**config.mk**
```make
export PLATFORM = sky130hd
export DESIGN_NAME = mips_regfile
export DESIGN_NICKNAME = d
export VERILOG_FILES = /design/src/rtl/mips_regfile_pkg.sv /design/src/rtl/mips_regfile_reg32_en.sv /design/src/rtl/mips_regfile.sv
export SDC_FILE = /design/constraint.sdc
export NUM_CORES = 2
export LEC_CHECK = 0
export CAP_MARGIN = 20
export CORE_MARGIN = 8
export CORE_UTILIZATION = 50
export DETAILED_ROUTE_END_ITERATION = 10
export DONT_BUFFER_PORTS = 1
export SETUP_SLACK_MARGIN = 0.5
export SYNTH_ARGS = -nofsm -noshare
export SYNTH_HDL_FRONTEND = slang
export SYNTH_SLANG_ARGS = --single-unit
```
**constraint.sdc**
```tcl
create_clock -name clk -period 5.88 [get_ports clk]
set_clock_uncertainty 0.2 [all_clocks]
set_input_delay 0.588 -clock clk [delete_from_list [all_inputs] [get_ports clk]]
set_output_delay 0.588 -clock clk [all_outputs]
set_load 0.01 [all_outputs]
```
**src/rtl/mips_regfile_pkg.sv**
```systemverilog
// Shared definitions for the MIPS register file and the datapath around it.
//   DATA_W / ADDR_W : default word and register-address widths
//   REG_ZERO        : hardwired-zero register index
//   REG_SP / REG_RA : named register indices used by the datapath
package mips_regfile_pkg;

   localparam int DATA_W = 32;
   localparam int ADDR_W = 5;

   localparam logic [ADDR_W-1:0] REG_ZERO = 5'd0;
   localparam logic [ADDR_W-1:0] REG_SP   = 5'd29;
   localparam logic [ADDR_W-1:0] REG_RA   = 5'd31;

   // True when a write to addr would actually change storage.
   function automatic logic is_writable(input logic [ADDR_W-1:0] addr);
      return addr != REG_ZERO;
   endfunction

endpackage

```
**src/rtl/mips_regfile_reg32_en.sv**
```systemverilog
// reg32_en: one W-bit register with synchronous active-high reset and load enable.
//   clk   : rising-edge clock
//   reset : synchronous clear, has priority over en
//   en    : load d on the next rising edge
//   d / q : data in / registered data out
module reg32_en #(
   parameter int W = 32
) (
   input  logic         clk,
   input  logic         reset,
   input  logic         en,
   input  logic [W-1:0] d,
   output logic [W-1:0] q
);

   always_ff @(posedge clk) begin
      if (reset)
         q <= '0;
      else if (en)
         q <= d;
   end

endmodule

```
**src/rtl/mips_regfile.sv**
```systemverilog
// mips_regfile: 2**ADDR_W x DATA_W register file, two combinational read
// ports and one synchronous write port. Register 0 has no storage and reads 0.
//   clk                  : rising-edge clock
//   reset                : synchronous active-high clear of registers 1..N-1
//   read_reg1/read_reg2  : read addresses (rs / rt)
//   read_data1/read_data2: read data (ALU operands A / B)
//   write_reg/write_data : write address and data
//   reg_write            : write enable
// BYPASS=1 forwards write_data to a read port addressing the register being
// written in the same cycle; BYPASS=0 shows the old contents until the edge.
module mips_regfile
   import mips_regfile_pkg::*;
#(
   parameter int DATA_W_P = DATA_W,
   parameter int ADDR_W_P = ADDR_W,
   parameter int BYPASS   = 1
) (
   input  logic                clk,
   input  logic                reset,
   input  logic [ADDR_W_P-1:0] read_reg1,
   input  logic [ADDR_W_P-1:0] read_reg2,
   input  logic [ADDR_W_P-1:0] write_reg,
   input  logic [DATA_W_P-1:0] write_data,
   input  logic                reg_write,
   output logic [DATA_W_P-1:0] read_data1,
   output logic [DATA_W_P-1:0] read_data2
);

   localparam int NREG = 2 ** ADDR_W_P;

   logic [DATA_W_P-1:0] regs [NREG];
   logic [NREG-1:1]     wr_dec;
   logic [DATA_W_P-1:0] rd1_raw;
   logic [DATA_W_P-1:0] rd2_raw;
   logic                wr_live;

   // Write decoder; bit 0 does not exist so writes to $0 fall away naturally.
   always_comb begin
      wr_dec = '0;
      for (int i = 1; i < NREG; i++)
         wr_dec[i] = reg_write && (write_reg == ADDR_W_P'(i));
   end

   assign regs[0] = '0;

   for (genvar g = 1; g < NREG; g++) begin : g_reg
      reg32_en #(.W(DATA_W_P)) u_reg (
         .clk   (clk),
         .reset (reset),
         .en    (wr_dec[g]),
         .d     (write_data),
         .q     (regs[g])
      );
   end

   assign rd1_raw = regs[read_reg1];
   assign rd2_raw = regs[read_reg2];

   // A write that will land this edge; reset kills it, and $0 is never a target.
   assign wr_live = reg_write && !reset && (write_reg != '0);

   if (BYPASS != 0) begin : g_bypass
      assign read_data1 = (wr_live && (read_reg1 == write_reg)) ? write_data : rd1_raw;
      assign read_data2 = (wr_live && (read_reg2 == write_reg)) ? write_data : rd2_raw;
   end else begin : g_no_bypass
      logic unused_wr_live;
      assign unused_wr_live = wr_live;
      assign read_data1 = rd1_raw;
      assign read_data2 = rd2_raw;
   end

endmodule

```
======== Word level (Yosys, flattened, before mapping) ========
Index checks and enable logic that the tools add are counted.
cells by class
  multiplexer cells ....................... 8
  equality and inequality tests ........... 33
  bitwise logic cells ..................... 2
  $lt $le $gt $ge ......................... 2
  reductions and logical operators ........ 37
operator list
  kind                  number
  $bmux W32 S5          2
  $mux W32              6
  $eq A5 B5 Y1 const B  16
  $eq A5 B4 Y1 const B  8
  $logic_and A1 B1 Y1   35
  $eq A5 B3 Y1 const B  4
  $ge A6 B6 Y1 const B  2
  $not A5 Y6            2
  $eq A5 B2 Y1 const B  2
  $eq A5 B5 Y1          2
  $eq A5 B1 Y1 const B  1
  $reduce_bool A5 Y1    1
  $logic_not A1 Y1      1
word-level totals
  word-level logic and storage cells ...... 113
  register bits after elaboration ......... 992
  output and inout bits ................... 64

======== Longest topological paths before layout ========
  word-level depth ........................ 5
  gate-level depth with buffers ........... 10
  gate-level depth less buffers ........... 5

======== Hierarchy ========
A second synthesis with hierarchy kept.
second synthesis, totals
  cells, all modules ...................... 4708
  area, all modules ....................... 52723.1 sq um
modules (own cells, without submodules)
  module        instances  area an instance (sq um)  cells each
  reg32_en      31         1163.6                    103
  mips_regfile  1          16651.0                   1515

======== Worst setup path after synthesis ========
No wires, ideal clock.
  path kind ............................... input to output
  from .................................... input read_reg2[0]
  to ...................................... output read_data2[19]
  data required time ...................... 5.092 ns
  stages .................................. 8
  arrival ................................. 2.092 ns
  path buffers ............................ 3
  slack ................................... 3.000 ns
  cell sequence ........................... buf_6 -> buf_6 -> buf_2 -> mux4_2 -> mux2i_1 -> nand2_1 -> a31oi_1 -> a21oi_1
on the way
  word-level cells in the longest chain between the ends .. 5
ends and longest elaborated chain
  what                                         RTL line            RTL
  start: declaration                           mips_regfile.sv:21  input logic [ADDR_W_P-1:0] read_reg2,
  $not A5 Y6 (implied by the code)             mips_regfile.sv:57  assign rd2_raw = regs[read_reg2];
  $bmux W32 S5                                 mips_regfile.sv:57
  $mux W32 (implied by the code) (2 in a row)  mips_regfile.sv:57
  $mux W32 *                                   mips_regfile.sv:64  assign read_data2 = (wr_live && (read_reg2 == write_reg)) ? write_data : rd2_raw;
  end: declaration                             mips_regfile.sv:26  output logic [DATA_W_P-1:0] read_data2
Every way passes the cells marked *; elsewhere a longest branch is shown, timed or not. The select of a mux whose other input is x is not followed.

======== Worst setup path after layout ========
  from .................................... input read_reg1[2]
  to ...................................... output read_data1[14]
on the way
  word-level cells in the longest chain between the ends .. 5
ends and longest elaborated chain
  what                                         RTL line            RTL
  start: declaration                           mips_regfile.sv:20  input logic [ADDR_W_P-1:0] read_reg1,
  $not A5 Y6 (implied by the code)             mips_regfile.sv:56  assign rd1_raw = regs[read_reg1];
  $bmux W32 S5                                 mips_regfile.sv:56
  $mux W32 (implied by the code) (2 in a row)  mips_regfile.sv:56
  $mux W32 *                                   mips_regfile.sv:63  assign read_data1 = (wr_live && (read_reg1 == write_reg)) ? write_data : rd1_raw;
  end: declaration                             mips_regfile.sv:25  output logic [DATA_W_P-1:0] read_data1,
Marked as above.

==> flow_summary.rst <==
.. list-table::
   :header-rows: 1

   * - Metric
     - Value
   * - Flip-flop count of the largest register after layout
     - between 900 and 1k
   * - Clock sink count
     - 992
   * - Drt drc
     - 0
   * - Pins Over Slew Limit
     - 142
   * - Final-layout setup total negative slack
     - 0 ns
   * - Synthesized area
     - 51300 sq um
   * - H-tree Lvls
     - 3
   * - Number of placement rows
     - roughly 120
   * - F_max
     - 233 MHz
   * - Share of Yosys cell area claimed by the top area cell type
     - 0.387
   * - Standard cell with the maximum stage delay on the critical path
     - o311ai_0
   * - Startpoint Class
     - input pin
   * - Data arrival time of the critical path
     - 3.51 ns
   * - Number of primary I/O pins
     - between 100 and 150
   * - Hold Slack
     - 0.0266 ns
   * - Most numerous cell types in the synthesized netlist
     - nand2_1, a21oi_1, dfxtp_1
   * - Die Outline Area
     - 113000 sq um
   * - Number of unique standard cell types used by synthesis
     - 49
   * - Cts repair resizes
     - 0
   * - Detailed Route WL
     - 206000 microns
   * - Mean Syn Cell Area
     - 8.47 sq um
   * - Number of synthesized register bits
     - 992
   * - Hold Violations, Final
     - 0
   * - TritonRoute pass-1 iters
     - 7
   * - LEAKAGE
     - between 15 and 20 nW
   * - Type of the tightest min-delay check
     - input pin to flip-flop
   * - Fraction of layout instances using a drive strength above 1
     - 0.139
   * - Routed Antenna Nets
     - 0
   * - Core footprint
     - 102000 sq um
   * - Maximum number of buffers from clock root to sink
     - 3
   * - Endpoint class of the critical path
     - output port
   * - Storage element area
     - about 20000 sq um
   * - Violations in the final reports
     - slew limit
   * - Global Route Usage Sum
     - 0.351
   * - RSZ-0062 raised after global routing
     - no
   * - Die X
     - 336 microns
   * - DRC marker count from the first detailed-route iteration
     - 6723
   * - Via-to-Cell Ratio
     - about 6.5
   * - Critical path's largest stage delay
     - approximately 0.9 ns
   * - Routed WL per cell
     - 28.1 microns
   * - Number of global-route vias before repair
     - 44.4k
   * - Post-Syn Instances
     - about 6.1k
   * - Peak supply drop
     - 209 uV
   * - CTS root buffer
     - clkbuf_16
   * - Net count after synthesis
     - 6102
   * - Final Setup Violations
     - 0
   * - Leading registers by flop count
     - g.u_reg.q (992)
   * - Share of the clock period used by the worst path
     - 0.731
   * - Delay-heaviest family, CP
     - compound AO/OA/AOI/OAI gates
   * - Post-layout nets
     - roughly 5.9k
   * - Area Overhead vs Synth
     - 12.6%
   * - Actual transition at the worst max-transition pin
     - 1.61 ns
   * - Global-route wire length before repair
     - 300000 microns
   * - I/O Buffers
     - 0
   * - Largest area contributor in the synthesized netlist
     - dfxtp_1
   * - Floorplan die height
     - approximately 340 microns
   * - CTS tree
     - yes
   * - Classification of the worst setup path
     - input pin to output port
   * - Clock latency reported for the late side of the worst-skew pair
     - 0.70 ns
   * - Total overflow reported by the global router
     - 0
   * - CTS clock-pin slew for the worst setup and hold paths
     - 0.06 ns
   * - Buf/Inv on CP
     - 1
   * - Top cells by area in the synthesized netlist
     - dfxtp_1, mux4_2, nand2_1
   * - Commonest register cell after synthesis
     - dfxtp_1
   * - CP Cell Sequence
     - nand2_1 -> buf_4 -> o22ai_1 -> o311ai_0 -> a31oi_1
   * - Number of flops mapped to enable cells by yosys
     - 0
   * - Top register by number of flip-flops
     - g.u_reg.q
   * - Maximum number of pins on one net before global-route repair
     - 276
   * - Most used standard cell by instance count after synthesis
     - nand2_1
   * - DPL Wire Length
     - 108000 microns
   * - Fillers
     - 9204
   * - Min Tclk post-route
     - 4.30 ns
   * - Synth async-reset ratio
     - 0
   * - Starting density of the core
     - 0.504
   * - Multi-input gate area
     - 28800 sq um
   * - Via total after detailed routing
     - 47.4k
   * - Cell Pwr Density
     - 257 nW/um^2
   * - Share of the yosys chip area belonging to registers
     - 0.387
   * - CP Data Required Time
     - 5.09 ns
   * - Warnings, synthesis
     - 0
   * - Largest fanout of any net on the critical path
     - around 130
   * - Initial antenna violation count
     - 6
   * - Clock buffers created by TritonCTS
     - between 100 and 150
   * - Result of the run
     - finished, violations left
   * - Max-Slew Margin vs Limit
     - -0.0715
   * - Maximum Capacitance Violations
     - 0
   * - Placer congestion estimate
     - 0.894
-- worst reg2reg max path: cells and delay by family (launching register included) --
family                 cells  cell delay, ns
buffers and inverters      1            0.59
flip-flops                 1            0.35
AO/OA/AOI/OAI              1            0.21
AND/OR/NAND/NOR            1            0.06
-- area by class of cell --
cell class / count / share of cell area
Antenna cell: 3 / 0.000130
Timing Repair Buffer: 353 / 0.0653
Tap cell: 1368 / 0.0296
Clock inverter: 36 / 0.00814
Clock buffer: 154 / 0.0548
Inverter: 2 / 0.000130
Sequential cell: 992 / 0.344
Multi-Input combinational cell: 4413 / 0.498
-- final timing paths --
path / start / endpoint / slack (ns) / cells past startpoint
worst max-delay path: read_reg1[2] / read_data1[14] / 1.58 / 5
worst min-delay path: write_data[5] / g_reg[7].u_reg.q[5] / 0.03 / 3
worst max register to register: g_reg[3].u_reg.q[2] / g_reg[3].u_reg.q[2] / 4.42 / 3
worst min register to register: g_reg[26].u_reg.q[26] / g_reg[26].u_reg.q[26] / 0.26 / 2
-- cell families (layout without fill, tap and decap cells) --
logic type,Yosys count,in the layout,synth area share
compound gates,1458,1458,0.158
xor+xnor,10,10,0.00171
buf+inv,647,545,0.0587
flops,992,992,0.387
mux,654,654,0.222
other cells,0,3,0
simple gates,2291,2291,0.172
-- through the flow --
stage	setup WS (ns)	util	instance area (sq um)	cells	total power, mW
floorplan	3.00	-	51300	6052	7.77
global placement	1.94	0.500	50900	6845	7.57
detailed placement	1.91	0.500	50900	6846	7.58
CTS	1.91	0.567	57700	7315	14.8
global route	1.72	0.568	57800	7318	15.2
finish	1.58	0.568	57800	7321	14.9
-- cell usage in the layout (no fill, tap or decap), types with 6 or more instances in the layout --
cell           count
buf_4             70
xor2_1             6
nor3_1             8
a31oi_1           63
clkinv_2          15
mux4_2           377
o311ai_0          10
or3_1              8
bufinv_16         10
nor2b_1            9
a211o_1           12
a21oi_1         1105
mux2_2            91
buf_12            34
nor2_4            28
clkbuf_16        108
clkbuf_1          17
nand3_2            8
nand2b_1          19
nor2_1           102
o21ai_1           13
o221ai_1          35
dfxtp_1          992
o22ai_1           51
dlygate4sd3_1    244
clkbuf_8          29
nand2_2           20
a2111oi_0         15
nand2_1         2055
a22oi_1          117
clkinvlp_4         7
a22o_1            24
mux2i_1          185
-- routing by layer --
layer	wire length, microns	GRT usage
met5	42	0
met4	10600	0.158
met3	26800	0.0995
met2	89100	0.525
met1	79000	0.472
-- power by group --
part / switching [mW] / internal [mW]
clock: 2.94 / 4.15
sequential: 0.0346 / 6.77
combinational: 0.620 / 0.361
total: 3.59 / 11.3
-- repair_timing --
item	in CTS	in global routing
hold endpoints to repair	992	0
hold buffers	279	0
setup buffers	0	0
Note: power is estimated with default switching activity, not from simulation.
